===== config.mk =====
export PLATFORM = sky130hd
export DESIGN_NAME = rob_param_flat
export DESIGN_NICKNAME = d
export VERILOG_FILES = /design/src/rtl/rob_param_if.sv /design/src/rtl/rob_param.sv /design/src/flat_wrapper.sv
export SDC_FILE = /design/constraint.sdc
export NUM_CORES = 2
export LEC_CHECK = 0
export ABC_CLOCK_PERIOD_IN_PS = 11700
export CORE_ASPECT_RATIO = 1.5
export CORE_UTILIZATION = 40
export CTS_CLUSTER_DIAMETER = 60
export DETAILED_ROUTE_END_ITERATION = 12
export DONT_BUFFER_PORTS = 1
export MAX_ROUTING_LAYER = met4
export PLACE_DENSITY = 0.63
export SLEW_MARGIN = 30
export SYNTH_ARGS = -nofsm -noshare
export SYNTH_HDL_FRONTEND = slang
export SYNTH_SLANG_ARGS = --single-unit
export TNS_END_PERCENT = 20

===== constraint.sdc =====
create_clock -name clk_in -period 11.7 [get_ports clk_in]
set_input_delay 2.34 -clock clk_in [delete_from_list [all_inputs] [get_ports clk_in]]
set_output_delay 2.34 -clock clk_in [all_outputs]
set_load 0.02 [all_outputs]

===== src/rtl/rob_param_if.sv =====
// rob_param_if: bundle of the reorder buffer's issue, status, query,
// write-back, commit and flush signals.
//   master : issue-stage / write-back / store-unit side (drives requests)
//   slave  : the reorder buffer (drives status, queries, commit, flush)
// Parameters: IDX_W (entry index width), NUM_WB (write-back channels).
interface rob_param_if #(
  parameter int unsigned IDX_W  = 4,
  parameter int unsigned NUM_WB = 2
);
  localparam int unsigned CNT_W  = IDX_W + 1;
  localparam int unsigned DATA_W = 32;
  localparam int unsigned RD_W   = 5;

  // issue
  logic                     iss_valid;
  logic                     iss_ready;
  logic [1:0]               iss_type;
  logic [DATA_W-1:0]        iss_value;
  logic [RD_W-1:0]          iss_rd;
  logic [DATA_W-1:0]        iss_pred_pc;
  // occupancy
  logic                     full;
  logic                     empty;
  logic [CNT_W-1:0]         count;
  logic [IDX_W-1:0]         tail_idx;
  // queries
  logic [IDX_W-1:0]         q1_idx;
  logic [IDX_W-1:0]         q2_idx;
  logic                     q1_ready;
  logic                     q2_ready;
  logic [DATA_W-1:0]        q1_value;
  logic [DATA_W-1:0]        q2_value;
  // write-back
  logic [NUM_WB-1:0]        wb_valid;
  logic [NUM_WB*IDX_W-1:0]  wb_idx;
  logic [NUM_WB*DATA_W-1:0] wb_value;
  // head / commit
  logic [IDX_W-1:0]         head_idx;
  logic                     head_valid;
  logic                     st_ok;
  logic                     commit_valid;
  logic [RD_W-1:0]          commit_rd;
  logic [DATA_W-1:0]        commit_value;
  logic [IDX_W-1:0]         commit_idx;
  // mispredict flush
  logic                     flush_out;
  logic [DATA_W-1:0]        flush_pc;

  modport master (
    output iss_valid, iss_ready, iss_type, iss_value, iss_rd, iss_pred_pc,
    output q1_idx, q2_idx, wb_valid, wb_idx, wb_value, st_ok,
    input  full, empty, count, tail_idx, q1_ready, q2_ready, q1_value, q2_value,
    input  head_idx, head_valid, commit_valid, commit_rd, commit_value, commit_idx,
    input  flush_out, flush_pc
  );

  modport slave (
    input  iss_valid, iss_ready, iss_type, iss_value, iss_rd, iss_pred_pc,
    input  q1_idx, q2_idx, wb_valid, wb_idx, wb_value, st_ok,
    output full, empty, count, tail_idx, q1_ready, q2_ready, q1_value, q2_value,
    output head_idx, head_valid, commit_valid, commit_rd, commit_value, commit_idx,
    output flush_out, flush_pc
  );
endinterface


===== src/rtl/rob_param.sv =====
// rob_param: parametrised reorder buffer. One issue per cycle into the tail,
// NUM_WB write-back channels mark entries ready, one in-order commit per
// cycle from the head. Branch entries compare their written-back next PC
// against the predicted PC at commit; a mismatch empties the buffer and
// raises a one-cycle flush_out with the corrected flush_pc.
// Ports:
//   clk_in  : clock, rising edge
//   rst_in  : asynchronous active-low reset
//   rdy_in  : stall, low freezes all state and suppresses commit
//   bus     : rob_param_if.slave (issue, status, query, write-back,
//             commit, flush)
// Optional feature macro: ROB_WB_BYPASS_EN -- when defined, the query
// ports also see same-cycle write-backs; undefined, queries show
// registered entry state only.
module rob_param #(
  parameter int unsigned DEPTH  = 16,
  parameter int unsigned IDX_W  = 4,
  parameter int unsigned NUM_WB = 2
) (
  input  logic         clk_in,
  input  logic         rst_in,
  input  logic         rdy_in,
  rob_param_if.slave   bus
);
  localparam int unsigned CNT_W  = IDX_W + 1;
  localparam int unsigned DATA_W = 32;
  localparam int unsigned RD_W   = 5;
  // entry types (0 = register write, not referenced explicitly)
  localparam logic [1:0]  TYPE_ST = 2'd1;
  localparam logic [1:0]  TYPE_BR = 2'd2;

  logic [DEPTH-1:0]  busy_q, busy_d;
  logic [DEPTH-1:0]  ready_q, ready_d;
  logic [1:0]        type_q    [DEPTH];
  logic [1:0]        type_d    [DEPTH];
  logic [DATA_W-1:0] value_q   [DEPTH];
  logic [DATA_W-1:0] value_d   [DEPTH];
  logic [RD_W-1:0]   rd_q      [DEPTH];
  logic [RD_W-1:0]   rd_d      [DEPTH];
  logic [DATA_W-1:0] pred_pc_q [DEPTH];
  logic [DATA_W-1:0] pred_pc_d [DEPTH];
  logic [IDX_W-1:0]  head_q, head_d;
  logic [IDX_W-1:0]  tail_q, tail_d;
  logic [CNT_W-1:0]  count_q, count_d;
  logic              flush_q, flush_d;
  logic [DATA_W-1:0] flush_pc_q, flush_pc_d;

  logic              full_c;
  logic              empty_c;
  logic              issue_c;
  logic              commit_c;
  logic              mispredict_c;
  logic              head_rd_zero_c;
  logic              q1_ready_c, q2_ready_c;
  logic [DATA_W-1:0] q1_value_c, q2_value_c;

  // Occupancy flags come from the registered count only, so a commit in
  // the same cycle never frees a slot for a simultaneous issue.
  assign full_c  = (count_q == CNT_W'(DEPTH));
  assign empty_c = (count_q == '0);

  assign issue_c  = bus.iss_valid && !full_c && !flush_q && rdy_in;
  assign commit_c = rdy_in && !flush_q && busy_q[head_q] && ready_q[head_q] &&
                    ((type_q[head_q] != TYPE_ST) || bus.st_ok);
  assign mispredict_c = commit_c && (type_q[head_q] == TYPE_BR) &&
                        (value_q[head_q] != pred_pc_q[head_q]);
  assign head_rd_zero_c = (type_q[head_q] == TYPE_ST) || (type_q[head_q] == TYPE_BR);

  // Next-state: write-back, commit, issue, count and flush bookkeeping.
  always_comb begin
    busy_d     = busy_q;
    ready_d    = ready_q;
    type_d     = type_q;
    value_d    = value_q;
    rd_d       = rd_q;
    pred_pc_d  = pred_pc_q;
    head_d     = head_q;
    tail_d     = tail_q;
    count_d    = count_q;
    flush_d    = flush_q;
    flush_pc_d = flush_pc_q;

    if (rdy_in) begin
      if (flush_q) begin
        // flush cycle: issue and write-back are dropped
        flush_d = 1'b0;
      end else if (mispredict_c) begin
        busy_d     = '0;
        ready_d    = '0;
        head_d     = '0;
        tail_d     = '0;
        count_d    = '0;
        flush_d    = 1'b1;
        flush_pc_d = value_q[head_q];
      end else begin
        // later channels overwrite earlier ones on an index collision
        for (int unsigned k = 0; k < NUM_WB; k++) begin
          if (bus.wb_valid[k] && busy_q[bus.wb_idx[k*IDX_W +: IDX_W]]) begin
            ready_d[bus.wb_idx[k*IDX_W +: IDX_W]] = 1'b1;
            value_d[bus.wb_idx[k*IDX_W +: IDX_W]] = bus.wb_value[k*DATA_W +: DATA_W];
          end
        end
        if (commit_c) begin
          busy_d[head_q] = 1'b0;
          head_d         = head_q + IDX_W'(1);
        end
        if (issue_c) begin
          busy_d[tail_q]    = 1'b1;
          ready_d[tail_q]   = bus.iss_ready;
          type_d[tail_q]    = bus.iss_type;
          value_d[tail_q]   = bus.iss_value;
          rd_d[tail_q]      = bus.iss_rd;
          pred_pc_d[tail_q] = bus.iss_pred_pc;
          tail_d            = tail_q + IDX_W'(1);
        end
        case ({issue_c, commit_c})
          2'b10:   count_d = count_q + CNT_W'(1);
          2'b01:   count_d = count_q - CNT_W'(1);
          default: count_d = count_q;
        endcase
      end
    end
  end

  // State registers.
  always_ff @(posedge clk_in or negedge rst_in) begin
    if (!rst_in) begin
      busy_q  <= '0;
      ready_q <= '0;
      for (int i = 0; i < int'(DEPTH); i++) begin
        type_q[i]    <= '0;
        value_q[i]   <= '0;
        rd_q[i]      <= '0;
        pred_pc_q[i] <= '0;
      end
      head_q     <= '0;
      tail_q     <= '0;
      count_q    <= '0;
      flush_q    <= 1'b0;
      flush_pc_q <= '0;
    end else begin
      busy_q     <= busy_d;
      ready_q    <= ready_d;
      type_q     <= type_d;
      value_q    <= value_d;
      rd_q       <= rd_d;
      pred_pc_q  <= pred_pc_d;
      head_q     <= head_d;
      tail_q     <= tail_d;
      count_q    <= count_d;
      flush_q    <= flush_d;
      flush_pc_q <= flush_pc_d;
    end
  end

  // Query ports; registered ready state takes priority over any bypass.
  always_comb begin
    q1_ready_c = ready_q[bus.q1_idx];
    q1_value_c = value_q[bus.q1_idx];
    q2_ready_c = ready_q[bus.q2_idx];
    q2_value_c = value_q[bus.q2_idx];
`ifdef ROB_WB_BYPASS_EN
    for (int unsigned k = 0; k < NUM_WB; k++) begin
      if (!ready_q[bus.q1_idx] && bus.wb_valid[k] &&
          (bus.wb_idx[k*IDX_W +: IDX_W] == bus.q1_idx)) begin
        q1_ready_c = 1'b1;
        q1_value_c = bus.wb_value[k*DATA_W +: DATA_W];
      end
      if (!ready_q[bus.q2_idx] && bus.wb_valid[k] &&
          (bus.wb_idx[k*IDX_W +: IDX_W] == bus.q2_idx)) begin
        q2_ready_c = 1'b1;
        q2_value_c = bus.wb_value[k*DATA_W +: DATA_W];
      end
    end
`endif
  end

  assign bus.full         = full_c;
  assign bus.empty        = empty_c;
  assign bus.count        = count_q;
  assign bus.tail_idx     = tail_q;
  assign bus.head_idx     = head_q;
  assign bus.head_valid   = busy_q[head_q];
  assign bus.q1_ready     = q1_ready_c;
  assign bus.q1_value     = q1_value_c;
  assign bus.q2_ready     = q2_ready_c;
  assign bus.q2_value     = q2_value_c;
  assign bus.commit_valid = commit_c;
  assign bus.commit_rd    = (commit_c && !head_rd_zero_c) ? rd_q[head_q] : '0;
  assign bus.commit_value = commit_c ? value_q[head_q] : '0;
  assign bus.commit_idx   = commit_c ? head_q : '0;
  assign bus.flush_out    = flush_q;
  assign bus.flush_pc     = flush_pc_q;
endmodule


===== src/flat_wrapper.sv =====
// flat-port wrapper written by rule: the top's interface ports become plain ports
module rob_param_flat 
#(
  parameter int unsigned DEPTH  = 16,
  parameter int unsigned IDX_W  = 4,
  parameter int unsigned NUM_WB = 2
)
  (clk_in, rst_in, rdy_in, bus_iss_valid, bus_iss_ready, bus_iss_type, bus_iss_value, bus_iss_rd, bus_iss_pred_pc, bus_q1_idx, bus_q2_idx, bus_wb_valid, bus_wb_idx, bus_wb_value, bus_st_ok, bus_full, bus_empty, bus_count, bus_tail_idx, bus_q1_ready, bus_q2_ready, bus_q1_value, bus_q2_value, bus_head_idx, bus_head_valid, bus_commit_valid, bus_commit_rd, bus_commit_value, bus_commit_idx, bus_flush_out, bus_flush_pc);
  rob_param_if #(.IDX_W(IDX_W), .NUM_WB(NUM_WB)) bus_i ();
  input  logic clk_in;
  input  logic rst_in;
  input  logic rdy_in;
  input wire logic [$bits(bus_i.iss_valid)-1:0] bus_iss_valid;
  input wire logic [$bits(bus_i.iss_ready)-1:0] bus_iss_ready;
  input wire logic [$bits(bus_i.iss_type)-1:0] bus_iss_type;
  input wire logic [$bits(bus_i.iss_value)-1:0] bus_iss_value;
  input wire logic [$bits(bus_i.iss_rd)-1:0] bus_iss_rd;
  input wire logic [$bits(bus_i.iss_pred_pc)-1:0] bus_iss_pred_pc;
  input wire logic [$bits(bus_i.q1_idx)-1:0] bus_q1_idx;
  input wire logic [$bits(bus_i.q2_idx)-1:0] bus_q2_idx;
  input wire logic [$bits(bus_i.wb_valid)-1:0] bus_wb_valid;
  input wire logic [$bits(bus_i.wb_idx)-1:0] bus_wb_idx;
  input wire logic [$bits(bus_i.wb_value)-1:0] bus_wb_value;
  input wire logic [$bits(bus_i.st_ok)-1:0] bus_st_ok;
  output wire logic [$bits(bus_i.full)-1:0] bus_full;
  output wire logic [$bits(bus_i.empty)-1:0] bus_empty;
  output wire logic [$bits(bus_i.count)-1:0] bus_count;
  output wire logic [$bits(bus_i.tail_idx)-1:0] bus_tail_idx;
  output wire logic [$bits(bus_i.q1_ready)-1:0] bus_q1_ready;
  output wire logic [$bits(bus_i.q2_ready)-1:0] bus_q2_ready;
  output wire logic [$bits(bus_i.q1_value)-1:0] bus_q1_value;
  output wire logic [$bits(bus_i.q2_value)-1:0] bus_q2_value;
  output wire logic [$bits(bus_i.head_idx)-1:0] bus_head_idx;
  output wire logic [$bits(bus_i.head_valid)-1:0] bus_head_valid;
  output wire logic [$bits(bus_i.commit_valid)-1:0] bus_commit_valid;
  output wire logic [$bits(bus_i.commit_rd)-1:0] bus_commit_rd;
  output wire logic [$bits(bus_i.commit_value)-1:0] bus_commit_value;
  output wire logic [$bits(bus_i.commit_idx)-1:0] bus_commit_idx;
  output wire logic [$bits(bus_i.flush_out)-1:0] bus_flush_out;
  output wire logic [$bits(bus_i.flush_pc)-1:0] bus_flush_pc;
  assign bus_i.iss_valid = bus_iss_valid;
  assign bus_i.iss_ready = bus_iss_ready;
  assign bus_i.iss_type = bus_iss_type;
  assign bus_i.iss_value = bus_iss_value;
  assign bus_i.iss_rd = bus_iss_rd;
  assign bus_i.iss_pred_pc = bus_iss_pred_pc;
  assign bus_i.q1_idx = bus_q1_idx;
  assign bus_i.q2_idx = bus_q2_idx;
  assign bus_i.wb_valid = bus_wb_valid;
  assign bus_i.wb_idx = bus_wb_idx;
  assign bus_i.wb_value = bus_wb_value;
  assign bus_i.st_ok = bus_st_ok;
  assign bus_full = bus_i.full;
  assign bus_empty = bus_i.empty;
  assign bus_count = bus_i.count;
  assign bus_tail_idx = bus_i.tail_idx;
  assign bus_q1_ready = bus_i.q1_ready;
  assign bus_q2_ready = bus_i.q2_ready;
  assign bus_q1_value = bus_i.q1_value;
  assign bus_q2_value = bus_i.q2_value;
  assign bus_head_idx = bus_i.head_idx;
  assign bus_head_valid = bus_i.head_valid;
  assign bus_commit_valid = bus_i.commit_valid;
  assign bus_commit_rd = bus_i.commit_rd;
  assign bus_commit_value = bus_i.commit_value;
  assign bus_commit_idx = bus_i.commit_idx;
  assign bus_flush_out = bus_i.flush_out;
  assign bus_flush_pc = bus_i.flush_pc;
  rob_param #(.DEPTH(DEPTH), .IDX_W(IDX_W), .NUM_WB(NUM_WB)) u_core (.clk_in(clk_in), .rst_in(rst_in), .rdy_in(rdy_in), .bus(bus_i));
endmodule

; ---- Word level (Yosys, flattened, before mapping)
; Index checks and enable logic that the tools add are counted.
[word_totals]
reg_bits = 1214
in_bits = 159
output_inout_bits = 157
elab_cells = 240
[classes]
n_addsub = 4
n_lt_le_gt_ge = 19
n_eq_ne = 7
n_mux = 91
n_bitwise = 13
reduce_logical = 35
[ops]
columns = op, n
row1 = 512-bit 2-to-1 mux, 9
row2 = 512-bit bitwise mux, 4
row3 = 32-bit binary-select mux with 4-bit select, 4
row4 = 32-bit demux with 4-bit select, 3
row5 = 32-bit 2-to-1 mux, 12
row6 = 16-bit 2-to-1 mux, 16
row7 = 80-bit bitwise mux, 1
row8 = 16-bit bitwise OR, 3
row9 = 32-bit bitwise mux, 1
row10 = 32-bit inequality test, 1
row11 = "5-bit greater-or-equal comparator, second input constant", 6
row12 = "4-bit by 5-bit < comparator with 1-bit output, second input constant", 6
row13 = 4-bit NOT with 5-bit output, 6
row14 = 5-bit 2-to-1 mux, 5
row15 = 1-bit binary-select mux with 4-bit select, 6
row16 = 5-bit binary-select mux with 4-bit select, 1
row17 = 5-bit demux with 4-bit select, 1
row18 = 4-bit 2-to-1 mux, 5
row19 = 1-bit logical AND, 19
row20 = 16-bit bitwise AND, 1
row21 = 16-bit bitwise mux, 1
row22 = 1-bit demux with 4-bit select, 4
row23 = "4-bit by 1-bit greater-or-equal comparator with 1-bit output, second input constant", 4
row24 = 16-bit NOT, 1
row25 = other kinds (22), 49

; ---- Logic depth before layout (Yosys ltp)
[logic_depth]
depth_word = 20
mapped_depth = 25
depth_no_buf = 17

; ---- Worst setup path before layout
; OpenSTA, ideal clock, no wires.
[synth_timing]
kind = in2out
start = in bus_q1_idx[0]
end = out bus_q1_value[0]
arrival_ps = 4489
required_time_ps = 9360
setup_slack_ps = 4871
path_stages = 5
path_buffers = 3
path_cell_list = clkbuf_1 > clkbuf_1 > buf_1 > mux4_2 > mux4_2
[synth_between]
elab_chain_cells = 4
[synth_rtl]
columns = element, line_no
row1 = start: declaration, flat_wrapper.sv:19  ; input wire logic [$bits(bus_i.q1_idx)-1:0] bus_q1_idx;
row2 = 4-bit NOT with 5-bit output (not written as such), rob_param.sv:159  ; q1_value_c = value_q[bus.q1_idx];
row3 = 32-bit binary-select mux with 4-bit select, rob_param.sv:159
row4 = 32-bit 2-to-1 mux (not written as such) (2 in a row), rob_param.sv:159
row5 = end: declaration, flat_wrapper.sv:31  ; output wire logic [$bits(bus_i.q1_value)-1:0] bus_q1_value;
; No other way between the ends. The select of a mux whose other input is x is not followed.

; ---- Worst setup path in the final report
[layout_timing]
start = reg u_core.head_q[0], in the netlist u_core.bus.head_idx[0]
end = out bus_commit_rd[3]
[layout_between]
elab_chain_cells = 9
elab_cells_between_ends = 22
classes_between = eq/ne (3) / mux (11) / bitwise (1) / reduce/logical (7)
[layout_rtl]
columns = element, line_no
row1 = start: declaration, rob_param.sv:42  ; logic [IDX_W-1:0] head_q, head_d;
row2 = start signal: assignment, rob_param.sv:136  ; head_q <= '0;
row3 = start signal: assignment, rob_param.sv:148  ; head_q <= head_d;
row4 = 4-bit NOT with 5-bit output (not written as such), "rob_param.sv:64, rob_param.sv:67, rob_param.sv:189"
row5 = 2-bit binary-select mux with 4-bit select, "rob_param.sv:64, rob_param.sv:67"
row6 = 2-bit 2-to-1 mux (not written as such) (2 in a row), "rob_param.sv:64, rob_param.sv:67"
row7 = 2-bit by 1-bit inequality test with 1-bit output (tied with other cells), rob_param.sv:64  ; ((type_q[head_q] != TYPE_ST) || bus.st_ok);
row8 = 1-bit logical OR (on tied branches), "rob_param.sv:64, rob_param.sv:67"
row9 = 1-bit logical AND or 1-bit logical NOT (tied branches), "rob_param.sv:63, rob_param.sv:189"
row10 = 1-bit logical AND, rob_param.sv:189  ; assign bus.commit_rd = (commit_c && !head_rd_zero_c) ? rd_q[head_q] : '0;
row11 = 5-bit 2-to-1 mux *, rob_param.sv:189
row12 = end: declaration, flat_wrapper.sv:36  ; output wire logic [$bits(bus_i.commit_rd)-1:0] bus_commit_rd;
; Mark *: on every way between the ends. The rest lies on a longest branch, timed or not. The select of a mux whose other input is x is not followed.

==> flow_summary_export.csv <==
group,metric,value,unit
clocking,cts_buffers,134,
global_route,grt_pass1_wl,451,mm
clocking,cts-root-buf,"clkbuf_16",
clocking,cts_buffer_depth,3,
synth,synth_cell_type_count,45,
worst_setup_path,r2r-end,"u_core.value_q[417]",
final_layout,layout_commonest_cell,"dfrtp_1",
sta,tightest_slew,1.11,ns
floorplan,core_area,196000,um2
floorplan,ios,316,
place,dp_cells,8464,
floorplan,die_w,364,um
worst_setup_path,crit_arrival,5.48,ns
synth,synth-main-ff-cell,"dfrtp_1",
hold_path,hold_start,"u_core.rd_q[3]",
clocking,cts.sinks,1214,
route,wirelength,311,mm
route,drtIter0Drc,8206,
worst_setup_path,end_kind,"output port",
synth,syn-cell-area,78600,um2
clocking,htreeDepth,4,
power,p_per_area,224,nW/um2
power,power_leakage,0.0324,uW
floorplan,rows,199,
floorplan,die_y,545,um
floorplan,die_area,198000,um2
final_layout,final_cells,8730,
route,ant_nets,0,
route,drc,0,
floorplan,initial_core_util,40.2,%
hold_path,hold_end,"u_core.rd_q[3]",
worst_setup_path,cpMaxStageDelayCell,"dfrtp_4",
hold_path,worstHoldPathType,"flop to flop",
power,power,18900,uW
worst_setup_path,startpoint_type,"flop",
sta,fin_ws,3.88,ns
route,vias,62800,
clocking,insertion_delay,0.81,ns
sta,drv_slew,0,
clocking,postCtsSetupBuffers,0,
clocking,hold_buffers,0,
worst_setup_path,crit_chain,"buf_4, mux4_2, mux4_2, inv_1, ha_1, inv_1, o2111ai_4, buf_4, inv_1, buf_4, and3_1",
route,wl_per_cell,35.7,um
worst_setup_path,worstSetupPathType,"flop to output port",
final_layout,layout_common_cells,"dfrtp_1, a211oi_1, mux4_2, mux2_2, nor2_1",
worst_setup_path,cp_data_required_time,9.36,ns
final_layout,syn2layout_area_growth,7.61,%
final_layout,drive_above_1_share,27.4,%
clocking,cts_resized,0,
job,maxCapViolCount,0,
worst_setup_path,crit_fanout,37,
sta,finalCritPeriodShare,66.8,%
route,viasPerCell,7.19,
global_route,track_usage,31.9,%
place,portBuffers,0,
place,gp_congestion,0.877,
sta,grt_setup_unrepaired,"false",
sta,fin_skew,0.0321,ns
sta,setup-tns-final,0,ns
sta,hold_viol_final,0,
synth,ys_seq_area_share,38.6,%
power,ir_drop,0.000177,V
synth,synth_edf_count,0,
worst_setup_path,critPathMaxStageDelay,0.85,ns
place,place_ws,4.40,ns
worst_setup_path,r2r-start,"u_core.bus.head_idx[3]",
hold_path,whs_path_depth,1,
sta,finalCriticalPeriod,7.82,ns
route,dr.pass1.iters,6,
global_route,grt_pass1_vias,63900,
sta,setup-violations-final,0,
synth,synth_cells,6644,
worst_setup_path,r2r_cells,13,
synth,yosys_warnings,0,
final_layout,layout.nets,6168,
clocking,cts_tree,"built",
synth,ys_async_sr_fraction,100,%
worst_setup_path,reg2reg_slack,3.99,ns
global_route,grt_max_degree,196,
global_route,antenna_found_initial,9,
clocking,clk_pin_slew,0.06,ns
sta,fmax,0.128,GHz
synth,syn_area_per_cell,11.8,um2
sta,relSlewSlack,26.1,%
run_status,outcome,"completed",
global_route,grt.overflow.total,0,
place,hpwl,171,mm
synth,synth_seq_cells,1214,
synth,synth_fp_nets,6817,
[cell families (layout without fill, tap and decap cells)]
kind of cell,count (synthesis),in the layout,share of synthesized area [%]
XOR/XNOR,43,43,0.479
AO/OA/AOI/OAI,1765,1765,17.4
AND/OR/NAND/NOR,895,895,4.61
other,0,16,0
buffers and inverters,938,395,4.86
adder cells (fa/ha/maj),14,14,0.223
multiplexers,1775,1775,33.8
flip-flops,1214,1214,38.6
[critical path: cells and delay by family, from the launching register on]
family                     cells  cell delay, ns
and+or+nand+nor                1            0.29
muxes                          2            1.07
adders and majority gates      1            0.15
DFF                            1            0.85
AOI/OAI and AO/OA              1            0.20
buffers and inverters          6            2.06
[cell type report]
type	instances	area, um2
clock inverter	52	628
fill	17900	111000
sequential	1214	30400
timing repair buffer	129	1400
antenna	16	40.0
clock buffer	190	3890
inverter	24	90.1
multi-input combinational	4492	44900
tap	2613	3270
[routing by layer]
| layer | global-route usage, % | share of wire, % | vias up |
|---|---|---|---|
| li1 | - | - | 24700 |
| met1 | 36.8 | 35 | 32700 |
| met2 | 46.1 | 44 | 4152 |
| met3 | 12.9 | 14 | 1191 |
| met4 | 19.8 | 7.1 | 0 |
| met5 | - | 0 | - |
[worst max-delay path by stage]
stage,from,endpoint,slack (ns)
final,u_core.bus.head_idx[0],bus_commit_rd[3],3.88
after global routing,u_core.bus.head_idx[0],bus_commit_rd[3],3.71
after detailed placement,u_core.bus.head_idx[0],u_core.pred_pc_q[398],4.40
after floorplan,bus_q1_idx[0],bus_q1_value[0],4.87
after CTS,u_core.bus.head_idx[0],bus_commit_rd[3],3.86
after global placement,u_core.bus.head_idx[0],u_core.pred_pc_q[395],4.45
[cell usage after synthesis (2+ instances only)]
library cell / instances / share of area [%]
buf_6: 3 / 0.043
dfrtp_1: 1214 / 39
o21ai_0: 20 / 0.13
buf_4: 38 / 0.36
nand4_1: 8 / 0.064
a211oi_1: 1024 / 9.8
o41ai_1: 14 / 0.16
and3_1: 16 / 0.13
mux4_2: 639 / 18
clkbuf_1: 604 / 2.9
inv_1: 24 / 0.11
nor3_2: 2 / 0.025
buf_2: 111 / 0.71
or3_1: 4 / 0.032
nand3_1: 21 / 0.13
nor4_1: 17 / 0.14
nor3_1: 15 / 0.095
or2_2: 12 / 0.095
a31oi_1: 2 / 0.016
mux2_2: 614 / 8.8
o21a_1: 3 / 0.029
nand2b_1: 3 / 0.024
a21oi_1: 56 / 0.36
nor2b_1: 11 / 0.088
nand2_1: 213 / 1.0
mux2_1: 10 / 0.14
a22oi_1: 128 / 1.2
nor2_1: 566 / 2.7
o31ai_1: 2 / 0.019
a2bb2oi_1: 512 / 5.7
ha_1: 14 / 0.22
xor2_1: 36 / 0.40
xnor2_1: 7 / 0.078
and2_1: 2 / 0.016
mux2i_1: 512 / 6.5
buf_1: 158 / 0.75
[metrics by stage]
| step | util [%] | hold WS, ns | cell area [um2] |
|---|---|---|---|
| 3_5_place_dp | 40.8 | 0.471 | 79800 |
| 3_3_place_gp | 40.7 | 0.462 | 79700 |
| 6_report | 43.2 | 0.485 | 84600 |
| 5_1_grt | 43.2 | 0.511 | 84600 |
| 4_1_cts | 43.1 | 0.485 | 84300 |
| 2_1_floorplan | - | 0.453 | 78600 |
[sequential cells by signal, indices dropped and copies added, names as in the netlist]
| signal | flops |
|---|---|
| u_core.pred_pc_q | 512 |
| u_core.value_q | 512 |
| u_core.rd_q | 80 |
| u_core.bus.flush_pc | 32 |
| u_core.type_q | 32 |
| u_core.busy_q | 16 |
| u_core.ready_q | 16 |
| u_core.bus.count | 5 |
| u_core.bus.head_idx | 4 |
| u_core.bus.tail_idx | 4 |
| u_core.bus.flush_out | 1 |
[report_power, final]
group / internal [uW] / total (uW) / leakage [uW] / switching, uW
Combinational: 4000 / 6970 / 0.0160 / 2970
Clock: 2570 / 4490 / 0.00221 / 1910
Sequential: 5880 / 7490 / 0.0142 / 1600
Power figures use the tool's default switching activity.
